[config.mk]
export PLATFORM = sky130hd
export DESIGN_NAME = windowed_reg_file
export DESIGN_NICKNAME = d
export VERILOG_FILES = /design/src/rtl/windowed_reg_file_pkg.sv /design/src/rtl/windowed_reg_file_wnd_addr_map.sv /design/src/rtl/windowed_reg_file.sv
export SDC_FILE = /design/constraint.sdc
export NUM_CORES = 1
export LEC_CHECK = 0
export CAP_MARGIN = 20
export CORE_MARGIN = 5
export CORE_UTILIZATION = 53
export CTS_CLUSTER_SIZE = 25
export DETAILED_ROUTE_END_ITERATION = 12
export PLACE_DENSITY = 0.77
export SYNTH_ARGS = -nofsm -noshare
export SYNTH_HDL_FRONTEND = slang
export SYNTH_SLANG_ARGS = --single-unit
[constraint.sdc]
create_clock -name clk -period 3.9 [get_ports clk]
set_clock_uncertainty 0.15 [all_clocks]
set_input_delay 0.585 -clock clk [delete_from_list [all_inputs] [get_ports clk]]
set_output_delay 0.585 -clock clk [all_outputs]
set_load 0.05 [all_outputs]
[src/rtl/windowed_reg_file_pkg.sv]
// Shared constants, index types and window-base encodings for windowed_reg_file.
package windowed_reg_file_pkg;

   localparam int DATA_W   = 16;
   localparam int NUM_PHYS = 8;
   localparam int LOG_AW   = 2;
   localparam int WND_W    = 3;

   typedef logic [WND_W-1:0]  phys_idx_t;
   typedef logic [LOG_AW-1:0] log_idx_t;

   // Window bases as issued by the control unit; always even.
   localparam phys_idx_t WND_0 = 3'b000;
   localparam phys_idx_t WND_1 = 3'b010;
   localparam phys_idx_t WND_2 = 3'b100;
   localparam phys_idx_t WND_3 = 3'b110;

   // Clears bit 0 so an odd requested base rounds down to its window.
   localparam phys_idx_t WND_ALIGN = {{(WND_W-1){1'b1}}, 1'b0};

endpackage

[src/rtl/windowed_reg_file_wnd_addr_map.sv]
// Logical-to-physical register index: window base plus logical index, wrapping mod NUM_PHYS.
module wnd_addr_map
   import windowed_reg_file_pkg::*;
(
   input  logic [WND_W-1:0]  base_i,
   input  logic [LOG_AW-1:0] log_i,
   output logic [WND_W-1:0]  phys_o
);

   assign phys_o = base_i + phys_idx_t'(log_i);

endmodule

[src/rtl/windowed_reg_file.sv]
// 8 x 16-bit windowed register file: 4-register logical window on an even base, 2R/1W.
// Define WRF_BYPASS_EN to forward same-cycle write data onto a matching read port.
module windowed_reg_file
   import windowed_reg_file_pkg::*;
(
   input  logic              clk,
   input  logic              rst,
   input  logic              wnd_we,
   input  logic [WND_W-1:0]  rf_wnd,
   input  logic [LOG_AW-1:0] rd_addr0,
   input  logic [LOG_AW-1:0] rd_addr1,
   output logic [DATA_W-1:0] rd_data0,
   output logic [DATA_W-1:0] rd_data1,
   input  logic              wr_en,
   input  logic [LOG_AW-1:0] wr_addr,
   input  logic [DATA_W-1:0] wr_data,
   output logic [WND_W-1:0]  cur_wnd
);

   logic [WND_W-1:0]  cur_wnd_q;
   logic [WND_W-1:0]  cur_wnd_d;
   logic [DATA_W-1:0] reg_q [NUM_PHYS];

   logic [WND_W-1:0]  rd_phys0;
   logic [WND_W-1:0]  rd_phys1;
   logic [WND_W-1:0]  wr_phys;

   // All three ports map through the current base, so a write on a window-change edge uses the old window.
   wnd_addr_map u_map_rd0 (.base_i(cur_wnd_q), .log_i(rd_addr0), .phys_o(rd_phys0));
   wnd_addr_map u_map_rd1 (.base_i(cur_wnd_q), .log_i(rd_addr1), .phys_o(rd_phys1));
   wnd_addr_map u_map_wr  (.base_i(cur_wnd_q), .log_i(wr_addr),  .phys_o(wr_phys));

   always_comb begin
      cur_wnd_d = cur_wnd_q;
      if (wnd_we) begin
         cur_wnd_d = rf_wnd & WND_ALIGN;
      end
   end

   always_ff @(posedge clk or posedge rst) begin
      if (rst) begin
         cur_wnd_q <= WND_0;
      end else begin
         cur_wnd_q <= cur_wnd_d;
      end
   end

   for (genvar gi = 0; gi < NUM_PHYS; gi++) begin : g_reg
      always_ff @(posedge clk or posedge rst) begin
         if (rst) begin
            reg_q[gi] <= '0;
         end else if (wr_en && (wr_phys == phys_idx_t'(gi))) begin
            reg_q[gi] <= wr_data;
         end
      end
   end

`ifdef WRF_BYPASS_EN
   assign rd_data0 = (wr_en && (wr_phys == rd_phys0)) ? wr_data : reg_q[rd_phys0];
   assign rd_data1 = (wr_en && (wr_phys == rd_phys1)) ? wr_data : reg_q[rd_phys1];
`else
   assign rd_data0 = reg_q[rd_phys0];
   assign rd_data1 = reg_q[rd_phys1];
`endif

   assign cur_wnd = cur_wnd_q;

endmodule

[After elaboration in Yosys (flattened, before gate mapping)]
Cells that the tools add are included.
Storage, ports and cells
  register bits: 130
  input bits: 29
  output and inout port bits: 35
  logic and storage cells: 38
Cells by class
  add/sub/neg operators: 3
  magnitude comparators: 2
  eq/ne operators: 7
  mux-type cells: 6
  bitwise operators: 2
  reduce and logical (&&, ||, !) cells: 9
Operator list (count)
  16-bit binary-select mux with 3-bit select: 2
  16-bit 2-to-1 mux: 4
  3-bit equality test, second input constant: 4
  3-bit by 2-bit adder with 3-bit output: 3
  4-bit >= comparator, second input constant: 2
  1-bit logical AND: 8
  3-bit inverter with 4-bit output: 2
  3-bit by 2-bit equality test with 1-bit output, second input constant: 2
  3-bit by 1-bit equality test with 1-bit output, second input constant: 1
  3-bit logical NOT: 1

[Longest topological paths before layout]
  depth after elaboration: 5
  depth in mapped cells: 6
  mapped depth without buffers: 4

[Modules after synthesis]
Synthesis repeated with hierarchy kept, for this count alone.
Unflattened totals
  cells, all modules: 423
  area, all modules: 7294.5 um^2
By module, submodules not included
  windowed_reg_file: times used 1, cells each 402, area each 7125.6 um^2, sequential area each 3253.1 um^2
  wnd_addr_map: times used 3, cells each 7, area each 56.3 um^2, sequential area each 0.0 um^2

[Least setup slack after synthesis]
OpenSTA, ideal clock, no wires.
  kind: register to output
  start: register cur_wnd_q[1] (netlist: cur_wnd[1])
  end: output rd_data0[10]
  arrival time: 3.227 ns
  required time: 3.165 ns
  setup slack: -0.062 ns
  cell stages (with the launch flop): 7
  buffers on the path: 2
  path through: dfrtp_1 > ha_1 > buf_2 > buf_4 > mux2i_1 > and3_1 > nor4_1
Between the ends
  longest elaborated chain between the ends: 5
Ends and longest elaborated chain
  from (decl): RTL line windowed_reg_file.sv:20  | logic [WND_W-1:0] cur_wnd_q;
  from (signal assigned): RTL line windowed_reg_file.sv:44  | cur_wnd_q <= cur_wnd_d;
  3-bit by 2-bit adder with 3-bit output: RTL line windowed_reg_file_wnd_addr_map.sv:10  | assign phys_o = base_i + phys_idx_t'(log_i);
  3-bit inverter with 4-bit output (implied by the code): RTL line windowed_reg_file.sv:62  | assign rd_data0 = reg_q[rd_phys0];
  16-bit binary-select mux with 3-bit select: RTL line windowed_reg_file.sv:62
  16-bit 2-to-1 mux (implied by the code) (2 in series): RTL line windowed_reg_file.sv:62
  to (decl): RTL line windowed_reg_file.sv:12  | output logic [DATA_W-1:0] rd_data0,
Every way passes these cells. The select of a mux whose other input is x is not followed.

[Worst setup path after layout]
  start: input rd_addr1[1]
  end: output rd_data1[13]
Between the ends
  longest elaborated chain between the ends: 5
Ends and longest elaborated chain
  from (decl): RTL line windowed_reg_file.sv:11  | input logic [LOG_AW-1:0] rd_addr1,
  3-bit by 2-bit adder with 3-bit output: RTL line windowed_reg_file_wnd_addr_map.sv:10
  3-bit inverter with 4-bit output (implied by the code): RTL line windowed_reg_file.sv:63  | assign rd_data1 = reg_q[rd_phys1];
  16-bit binary-select mux with 3-bit select: RTL line windowed_reg_file.sv:63
  16-bit 2-to-1 mux (implied by the code) (2 in series): RTL line windowed_reg_file.sv:63
  to (decl): RTL line windowed_reg_file.sv:13  | output logic [DATA_W-1:0] rd_data1,
Every way passes these cells. The select of a mux whose other input is x is not followed.

==> metrics.md <==
| Metric | Value |
|---|---|
| Status | `finished, final reports clean` |
| RSZ-0062 raised after global routing | `no` |
| Fmax | `271 MHz` |
| Clock buffer depth | `2` |
| EDFF count, synth | `0` |
| #FFs+latches synth | `130` |
| Initial DRC count | `483` |
| Synth Warn # | `0` |
| Final std cells w/o fill | `869` |
| Dpl cells | `837` |
| Number of diodes | `0` |
| Leak pwr | `4.02 nW` |
| Clock root buffer | `clkbuf_16` |
| Reg-to-reg critical path endpoint | `reg_q[59]$_DFFE_PP0P_` |
| Antenna violations before repair | `0` |
| Setup TNS | `0 ns` |
| Share of layout cells above drive strength 1 | `0.376` |
| Power Internal | `0.00456 W` |
| Mean post-synth cell area | `11.8 um2` |
| Cell area after synthesis | `7390 um2` |
| Port Buffer Count | `61` |
| Worst slew pin tran | `0.751 ns` |
| Met1 GRT Util | `0.314` |
| GRT busiest layer | `met2` |
| Top_reg_cell synth | `dfrtp_1` |
| Routed via count | `5620` |
| Met2 Use GR | `0.411` |
| Initial core utilization | `0.536` |
| Period utilization | `0.945` |
| Endpoints failing setup | `0` |
| Num rows | `43` |
| Area growth from synthesis to layout | `27.6%` |
| Reg power frac | `0.332` |
| Endpoints failing hold | `0` |
| Hold Crit Class | `flip-flop to flip-flop` |
| Hold path start | `reg_q[118]$_DFFE_PP0P_` |
| Clock Sinks | `130` |
| Crit path required time | `3.16 ns` |
| Placeable core region | `13800 um2` |
| Syn Nets | `659` |
| Pre-CTS worst setup slack | `0.114 ns` |
| WHS Path Cells | `1` |
| Post CTS Setup Buffer Count | `0` |
| Post-synth cell types | `25` |
| DIE HEIGHT | `128 um` |
| Yosys top cell area share | `0.440` |
| H-tree depth | `4` |
| Final min period | `3.68 ns` |
| Worst IR drop on VDD | `492 uV` |
| Sw Ratio | `0.348` |
| Grt total ovfl | `0` |
| Ports | `64` |
| GR Layer Usage met3 | `0.0604` |
| Total Power | `0.00699 W` |
| Crit. End Element | `primary output` |
| Clock power share | `0.252` |
| Post-synthesis sequential area ratio | `0.440` |
| CP Class | `input port to primary output` |
| Total Wirelength | `19600 um` |
| Reg2reg setup slack | `1.37 ns` |
| Register-to-Register Path Depth | `4` |
| Num CTS Buffers | `17` |
| DP Area | `8770 um2` |
| Total net switching power | `0.00243 W` |
| DP Wirelength | `11400 um` |
| Worst EP arrival | `2.95 ns` |
| Clock transition at path regs | `0.06 ns` |
| Reg area | `3250 um2` |
| Synth area leader | `dfrtp_1` |
| DRC | `0` |
| All-Layer GR Usage | `0.246` |
| Slew Limit Fails | `0` |
| Rel. slew slack | `0.497` |
| Top cells by area, synth | `dfrtp_1 44%, mux2_2 20%, mux2i_1 8.7%, a2111oi_0 7.6%, and3_1 5.4%` |
| MaxCap Viol Count | `0` |
| Mapped Cells | `627` |
| Detail Route Antenna Nets | `0` |
| CP Launch Type | `input port` |
| Post-DR wirelength/cell | `22.5 um` |
| Filler cell count | `1022` |
| Drt first pass iters | `4` |
| Placer Congestion | `0.801` |
| Vias per cell | `6.47` |
| Worst setup margin | `0.216 ns` |
| Largest net degree at the start of global routing | `131` |
| Pwr/cell area | `742 nW/um2` |
| CTS tree | `done` |
| Die W | `128 um` |
| CP Max Fanout | `13` |
| Vias in the first global route | `5797` |
| Clock Latency Late Sink | `0.41 ns` |
| First-pass GRT wire length | `31400 um` |
| DIE AREA | `16400 um2` |
| Hold EP | `reg_q[118]$_DFFE_PP0P_` |
| Finished layout cell area | `9430 um2` |
| Multi-input logic area | `4090 um2` |
| Reg-to-Reg Start | `cur_wnd[1]$_DFFE_PP0P_` |
| Ys async rst share | `1.00` |
| Combinational power share | `0.416` |
| Nets@finish | `708` |
critical path, stage by stage:
cell	delay, ns
clkdlybuf4s50_1	0.45
ha_4	0.21
xnor2_2	0.59
buf_4	0.31
a2111oi_0	0.11
nor4_1	0.36
buf_4	0.20
buf_12	0.13
flip-flops by register name (all words and copies together), names as in the netlist:
name / count
cur_wnd: 2
reg_q: 128
worst max-delay path by stage:
stage                           start           end  slack [ns]  cells past startpoint
2_1_floorplan  cur_wnd[1]$_DFFE_PP0P_  rd_data1[12]        0.03                      5
3_5_place_dp              rd_addr1[1]  rd_data1[14]        0.11                      6
3_3_place_gp              rd_addr1[1]  rd_data1[12]        0.18                      8
5_1_grt        cur_wnd[2]$_DFFE_PP0P_  rd_data1[12]        0.08                      6
6_report                  rd_addr1[1]  rd_data1[13]        0.22                      8
4_1_cts                   rd_addr1[1]  rd_data1[14]        0.10                      6
logic make-up after synthesis:
| family | Yosys count | synth area share |
|---|---|---|
| AOI/OAI and AO/OA | 64 | 0.0759 |
| muxes | 194 | 0.285 |
| xor gates and xnor gates | 6 | 0.00915 |
| buffers and inverters | 57 | 0.0357 |
| other | 1 | 0.000508 |
| DFF | 130 | 0.440 |
| adders and majority gates | 3 | 0.00508 |
| and+or+nand+nor | 172 | 0.148 |
cells in the mapped netlist (2+ instances only):
master,n
dfrtp_1,130
mux2_2,130
a2111oi_0,64
and3_1,64
mux2i_1,64
nor2b_1,64
clkbuf_1,34
nor4_1,32
buf_2,10
buf_4,10
nor2_2,4
ha_1,3
buf_1,2
nand2_2,2
nor3_4,2
xnor2_1,2
xor2_1,2
stage by stage:
stage               hold WS (ns)  utilization
floorplan                  0.336            -
global placement           0.344        0.636
detailed placement         0.355        0.636
global route               0.379        0.685
CTS                        0.367        0.684
finish                     0.366        0.685
layout by cell type (no fill, tap or decap), types with 17 or more instances in the layout:
master           synthesis  layout
clkbuf_16                0      17
buf_4                   10      18
nor2b_1                 64      64
nor4_2                   0      24
a2111oi_0               64      64
clkdlybuf4s50_1          0      29
and3_1                  64      64
mux2_2                 130     130
mux2i_1                 64      64
dfrtp_1                130     130
buf_12                   0      39
per-layer routing:
layer	up-vias	share of wire
li1	2484	-
met1	2910	0.42
met2	194	0.50
met4	0	0.019
met5	-	0
met3	32	0.055
repair_timing:
action / CTS / global route
hold buffers: 0 / 0
resized for setup: 0 / 1
setup endpoints to repair: 0 / 1
hold endpoints to repair: 0 / 0
power by group through the flow:
stage                     Combinational, W  Clock (W)  Sequential, W
after floorplan                    0.00188          0        0.00219
after global placement             0.00282          0        0.00225
after detailed placement           0.00290          0        0.00231
after CTS                          0.00292    0.00177        0.00231
after global routing               0.00307    0.00185        0.00239
final                              0.00291    0.00176        0.00232
cell type report:
| class | count | share of cell area |
|---|---|---|
| tap | 180 | 0.0239 |
| multi-input combinational | 440 | 0.433 |
| inverter | 1 | 0.000796 |
| sequential | 130 | 0.345 |
| timing repair buffer | 86 | 0.128 |
| clock inverter | 13 | 0.0220 |
| clock buffer | 19 | 0.0470 |
Power figures use the tool's default switching activity.
